File: src/rtl/witf.sv
// Write-in-flight table: in-order scoreboard of destination registers between
// decode and writeback, providing RAW hazard detection for the decode stage.
module witf #(
  parameter int DEPTH = 4,
  parameter int PTRW  = 2
) (
  input  logic            clk,
  input  logic            rst,
  input  logic            disp_en,
  input  logic [4:0]      rd,
  input  logic [4:0]      rs1,
  input  logic [4:0]      rs2,
  input  logic            commit_en,
  input  logic [4:0]      commit_rd,
  input  logic            flush,
  output logic            isRAW,
  output logic            witf_full,
  output logic [PTRW:0]   count,
  output logic [1:0]      err
);

  localparam logic [PTRW:0] FULL_CNT = (PTRW + 1)'(DEPTH);

  logic [4:0]       rd_mem [DEPTH];
  logic [DEPTH-1:0] valid_q;
  logic [PTRW-1:0]  head_q;
  logic [PTRW-1:0]  tail_q;
  logic [PTRW:0]    count_q;
  logic [1:0]       err_q;

  logic do_push;
  logic do_pop;
  logic push_err;
  logic pop_err;
  logic head_mismatch;
  logic empty;

  assign witf_full     = (count_q == FULL_CNT);
  assign empty         = (count_q == '0);
  assign head_mismatch = (commit_rd != rd_mem[head_q]);

  // Fullness is the registered state, so a pop never frees room for a same-cycle push.
  assign do_push  = disp_en & ~witf_full & ~flush;
  assign do_pop   = commit_en & ~empty & ~flush;
  assign push_err = disp_en & witf_full & ~flush;
  assign pop_err  = commit_en & ~flush & (empty | head_mismatch);

  assign count = count_q;
  assign err   = err_q;

  // Stored register numbers are only meaningful under their valid bit, so no reset.
  always_ff @(posedge clk) begin
    if (do_push) rd_mem[tail_q] <= rd;
  end

  always_ff @(posedge clk or negedge rst) begin
    if (!rst) begin
      valid_q <= '0;
      head_q  <= '0;
      tail_q  <= '0;
      count_q <= '0;
      err_q   <= '0;
    end else begin
      if (flush) begin
        valid_q <= '0;
        head_q  <= '0;
        tail_q  <= '0;
        count_q <= '0;
      end else begin
        if (do_push) begin
          valid_q[tail_q] <= 1'b1;
          tail_q          <= tail_q + PTRW'(1);
        end
        if (do_pop) begin
          valid_q[head_q] <= 1'b0;
          head_q          <= head_q + PTRW'(1);
        end
        case ({do_push, do_pop})
          2'b10:   count_q <= count_q + (PTRW + 1)'(1);
          2'b01:   count_q <= count_q - (PTRW + 1)'(1);
          default: count_q <= count_q;
        endcase
      end
      if (push_err) err_q[0] <= 1'b1;
      if (pop_err)  err_q[1] <= 1'b1;
    end
  end

  // x0 never creates a hazard, so zero source fields are masked out.
  always_comb begin
    isRAW = 1'b0;
    for (int i = 0; i < DEPTH; i++) begin
      if (valid_q[i] &&
          (((rs1 != 5'd0) && (rs1 == rd_mem[i])) ||
           ((rs2 != 5'd0) && (rs2 == rd_mem[i]))))
        isRAW = 1'b1;
    end
  end

endmodule

File: config.mk
export PLATFORM = sky130hd
export DESIGN_NAME = witf
export DESIGN_NICKNAME = d
export VERILOG_FILES = /design/src/rtl/witf.sv
export SDC_FILE = /design/constraint.sdc
export NUM_CORES = 1
export LEC_CHECK = 0
export CAP_MARGIN = 20
export CORE_ASPECT_RATIO = 1.1
export CORE_UTILIZATION = 30
export CTS_CLUSTER_SIZE = 20
export DETAILED_ROUTE_END_ITERATION = 10
export GPL_TIMING_DRIVEN = 0
export SYNTH_ARGS = -nofsm -noshare
export SYNTH_HDL_FRONTEND = slang
export SYNTH_SLANG_ARGS = --single-unit
File: constraint.sdc
create_clock -name clk -period 2.26 [get_ports clk]
set_input_delay 0.452 -clock clk [delete_from_list [all_inputs] [get_ports clk]]
set_output_delay 0.452 -clock clk [all_outputs]
set_load 0.02 [all_outputs]
# ---- Word-level counts from Yosys, hierarchy flattened
# Memory sizes are Yosys's and may differ from the RTL's.
# Index checks and enable logic that the tools add are counted.
dict set report totals {
  ff_bits 13
  ram_bits 20
  input_bits 25
  word_cells 86
  mem_count 1
}
dict set report classes {
  addsub 4
  order_cmp 4
  eq_ne 12
  mux 20
  bitwise_logic 15
  n_reduce_logical 24
}
# name words word_bits read_ports rd_clocked_by_memory_dff write_ports line_no
set memory_table {}
lappend memory_table {rd_mem 4 5 5 0 1 24} ;# logic [4:0] rd_mem [DEPTH];
# operator count
set ops {}
lappend ops {{5-bit == test} 8}
lappend ops {{4-bit two-way mux} 4}
lappend ops {{1-bit logical AND} 14}
lappend ops {{5-bit nonzero test} 2}
lappend ops {{1-bit AND} 8}
lappend ops {{1-bit two-way mux} 8}
lappend ops {{2-bit two-way mux} 4}
lappend ops {{2-bit by 3-bit < comparator with 1-bit output (second input constant)} 2}
lappend ops {{3-bit case mux with 2 select lines} 1}
lappend ops {{5-bit != test} 1}
lappend ops {{2-bit by 1-bit adder with 2-bit output (second input constant)} 2}
lappend ops {{4-bit AND} 1}
lappend ops {{1-bit demux with 2-bit select} 2}
lappend ops {{2-bit by 1-bit >= comparator with 1-bit output (second input constant)} 2}
lappend ops {{1-bit logical OR} 4}
lappend ops {{4-bit inverter} 1}
lappend ops {{4-bit bitwise OR} 1}
lappend ops {{2-bit nonzero test} 2}
lappend ops {{3-bit by 1-bit adder with 3-bit output (second input constant)} 1}
lappend ops {{3-bit == test (second input constant)} 1}
lappend ops {{3-bit zero test} 1}
lappend ops {{3-bit two-way mux} 1}
lappend ops {{1-bit inverter} 3}
lappend ops {{3-bit nonzero test} 1}
lappend ops {{other kinds (4)} 4}

# ---- Longest topological paths before layout
dict set report logic_depth {
  depth_word 10
  ltp_mapped 8
  mapped_depth_nobuf 7
}

# ---- Least setup slack after synthesis
# OpenSTA, ideal clock, no wires.
dict set report synth_timing {
  path_kind {input to output}
  startpoint {input port rs1[1]}
  endpoint {output port isRAW}
  arrival_time_ns 1.708
  t_required_ns 1.808
  setup_slack_ns 0.100
  stages 6
  n_path_buf 1
  path_cell_list {buf_2 or4_1 nor2_2 nor4_1 o21ai_0 nand4_1}
}
dict set report synth_between {
  elab_chain_len 8
  word_cells_on_any_way 21
  classes_between {eq/ne: 4; mux: 4; reduce/logical: 13}
}
# element line_no
set synth_rtl {}
lappend synth_rtl {{from (decl)} 11} ;# input logic [4:0] rs1,
lappend synth_rtl {{5-bit == test / 5-bit nonzero test (equally long branches)} 94} ;# (((rs1 != 5'd0) && (rs1 == rd_mem[i])) ||
lappend synth_rtl {{1-bit logical AND} 94}
lappend synth_rtl {{1-bit logical OR} 94}
lappend synth_rtl {{1-bit logical AND} 93} ;# if (valid_q[i] &&
lappend synth_rtl {{1-bit two-way mux (3 in a row)} 93}
lappend synth_rtl {{1-bit two-way mux *} 93}
lappend synth_rtl {{to (decl)} 16} ;# output logic isRAW,
# Mark *: on every way between the ends. The rest lies on a longest branch, timed or not.

# ---- Final worst setup path
dict set report layout_timing {
  startpoint {input port rs2[2]}
  endpoint {output port isRAW}
}
dict set report layout_between {
  elab_chain_len 8
  word_cells_on_any_way 21
  classes_between {eq/ne: 4; mux: 4; reduce/logical: 13}
}
# element line_no
set layout_rtl {}
lappend layout_rtl {{from (decl)} 12} ;# input logic [4:0] rs2,
lappend layout_rtl {{5-bit == test / 5-bit nonzero test (equally long branches)} 95} ;# ((rs2 != 5'd0) && (rs2 == rd_mem[i]))))
lappend layout_rtl {{1-bit logical AND} 95}
lappend layout_rtl {{1-bit logical OR} 94}
lappend layout_rtl {{1-bit logical AND} 93}
lappend layout_rtl {{1-bit two-way mux (3 in a row)} 93}
lappend layout_rtl {{1-bit two-way mux *} 93}
# Marks and branches as above.

==> impl_metrics.yaml <==
floorplanning:
  dieArea_mm2: 0.007329
  die_y_um: 89.69
  io_pins: 32
  initial_core_util: 0.3143
  fp-row-count: 31
  fp.dieW_um: 81.72
  core-area_mm2: 0.006671
synthesis:
  yosysSeqAreaShare: 0.4415
  synth_edf_count: 20
  synth-seq-cells: 33
  syn_inst: 181
  mappedNetlistArea_mm2: 0.002097
  async_flop_share: 0.3939
  synth.distinct_cells: 37
  yosys_warnings: 0
  synth-main-ff-cell: "edfxtp_1"
  avgSynthCellArea_um2: 11.59
  syn_nets: 215
placed_design:
  routabilityCongestion: 0.8426
  placed_cells: 284
  dp.final_hpwl_um: 3376
  port_buffers: 21
setup_path:
  critical_path.max_fanout: 4
  cp.buffers_inverters: 2
  critPathTopFamily: "simple AND/OR/NAND/NOR gates"
  crit_end: "isRAW"
  path_cells: "buf_8 > or4_4 > nor2_4 > nor4_2 > o21ai_1 > nand4_1 > buf_4"
  cp_slowest_cell: "or4_4"
  r2r-start: "count[2]"
  startpoint: "rs2[2]"
  cp-start-kind: "primary input"
  cpPeakStageDelay_ps: 530
  worstSetupPathType: "primary input to output port"
  worst_ep_required_time_ps: 1810
  cp-end-kind: "output port"
  reg2reg_to: "count[2]"
  r2r_cells: 8
  rrSetupSlack_ps: 110
  cp.arrival_ps: 1790
  cp.depth: 7
flow_run:
  max-cap-violations: 0
detailed_routing:
  first_iter_violations: 81
  wl_per_cell_um: 15.02
  drt-total-wl_um: 4492
  first_pass_iters: 4
  vias_per_cell: 4.736
  detail-route-antenna-nets: 0
  drc: 0
  vias: 1416
outcome:
  status: "finished, final reports clean"
power:
  leakagePower_nw: 0.9714
  vdd_drop_max_mv: 0.2502
  powerDensity_mw_per_mm2: 752.1
global_routing:
  grt_use_total: 0.1291
  antenna_found_initial: 0
  grt_pass1_vias: 1369
  grt_first_pass_wirelength_um: 6789
  grt-ovfl-total: 0
  grt_max_degree: 14
cells_and_area:
  final_net_count: 250
  fin_cells: 299
  antennaDiodeCount: 0
  fillCellCount: 636
  drive_gt1_frac: 0.2350
  regArea_um2: 927.1
  final_util: 0.3995
  area_delta_synth_final_pct: 27.09
  multi_input_area_mm2: 0.001146
clock_tree:
  htreeDepth: 2
  cts_buffers: 5
  cts.clk_slew.worst_paths_ps: 60
  cts_sinks: 33
  clockRootBuffer: "clkbuf_8"
  clock_latency_ps: 280
  cts_tree: "built"
  cts.path.max_buffers: 2
sta:
  worst_hold_slack_ps: 469.1
  clock.fmax_ghz: 0.4466
  finClkSkew_ps: 4.392
  worst_pin_slew_ps: 616.4
  rsz0062_at_grt: "yes"
  finalHoldViolCount: 0
  post-route-min-period_ps: 2239
  setup_viol: 0
  drv_slew: 0
  min_period_over_period: 0.9907
  relSlewSlack: 0.5878
hold_path:
  hold_path.class: "flip-flop to flip-flop"
[through the flow]
stage | instance area (um^2) | power, mW | TNS [ps] | worst slack, ps
floorplan | 2097 | 1.295 | 0 | 100.1
global placement | 2410 | 1.513 | -816.1 | -467.8
detailed placement | 2410 | 1.526 | -813.1 | -452.2
CTS | 2514 | 1.976 | 0 | 1.283
global route | 2665 | 2.151 | -55.24 | -33.01
finish | 2665 | 2.004 | 0 | 21.00
[flip-flops by register name, summed over array words and instances, names as in the netlist]
| signal | flops |
|---|---|
| rd_mem | 20 |
| head_q | 2 |
| valid_q | 4 |
| err | 2 |
| count | 3 |
| tail_q | 2 |
[timing repair]
action	CTS	global route
gates resized for setup	13	36
pin swaps	0	7
hold buffers	0	0
endpoints found under the setup margin	3	2
buffers inserted	0	7
[metal layers]
metal,track usage,vias up,share of wire
met5,0,-,0
met4,0.05423,0,0.0082
met3,0.02222,4,0.023
met2,0.2189,21,0.50
met1,0.1623,691,0.47
li1,-,700,-
[cell usage in the layout (no fill, tap or decap), types with 5 or more instances in the layout]
master,netlist,final
edfxtp_1,20,20
xnor2_1,28,28
clkbuf_8,0,6
nor2_1,8,8
ha_1,8,8
buf_4,0,8
inv_1,6,6
xor2_1,21,21
mux4_2,5,5
dfrtp_1,13,12
clkdlybuf4s50_1,0,18
nand3_1,8,8
[cell type report]
class,count,share of cell area
multi-input cells,128,0.4300
flip-flops and latches,33,0.3479
repair buffers,28,0.09671
plain buffers,14,0.04413
well taps,82,0.03850
clock buffers,6,0.03099
inverters,6,0.008451
clock inverters,2,0.003286
[worst min-delay path by stage]
stage                     startpoint       end  slack, ps  cells after the start
after floorplan                  rst  count[0]        160                      0
after global placement        err[0]    err[0]        450                      1
after detailed placement      err[0]    err[0]        460                      1
after CTS                     err[0]    err[0]        480                      1
after global routing          err[0]    err[0]        490                      1
final                         err[0]    err[0]        470                      1
[cell usage after synthesis (2+ instances only)]
cell      count  area [um^2]
dfrtp_1      13        325.3
mux2i_1       2        20.02
nor2_2        2        12.51
clkbuf_1      7        26.28
and2_1        4        25.02
edfxtp_1     20        600.6
nand2_1       2        7.510
buf_2         5        25.02
buf_6         2        22.52
nor3_1        2        10.01
o21ai_0       5        25.02
inv_1         6        22.52
nor2_1        8        30.03
xnor2_1      28        245.2
nand3_1       8        40.04
ha_1          8        100.1
a211oi_1      4        30.03
a21oi_1       3        15.01
nor4_1        9        56.30
xor2_1       21        183.9
mux4_2        5        112.6
or4_1         2        15.01
[worst reg2reg max path, delay by kind of cell, from the launching register on]
| kind | cells | cell delay (ps) |
|---|---|---|
| and+or+nand+nor | 4 | 670 |
| DFF | 1 | 440 |
| adders and majority gates | 1 | 410 |
| AOI/OAI and AO/OA | 2 | 330 |
| buffers and inverters | 1 | 190 |
[cell families (layout without fill, tap and decap cells)]
logic type | Yosys count | count (layout) | synth area share
XOR/XNOR | 49 | 49 | 0.2047
AND/OR/NAND/NOR | 45 | 45 | 0.1241
flip-flops | 33 | 33 | 0.4415
buffers and inverters | 20 | 56 | 0.04594
AO/OA/AOI/OAI | 17 | 17 | 0.05788
adder cells (fa/ha/maj) | 9 | 9 | 0.05728
multiplexers | 8 | 8 | 0.06862
[power by group]
group,total [mW],internal (mW),switching [mW],leakage [nW]
combinational,0.757,0.392,0.365,0.573
clock,0.447,0.241,0.206,0.0486
sequential,0.801,0.719,0.0822,0.350
total,2.00,1.35,0.653,0.971
No activity file was read; power rests on OpenSTA's default activity.
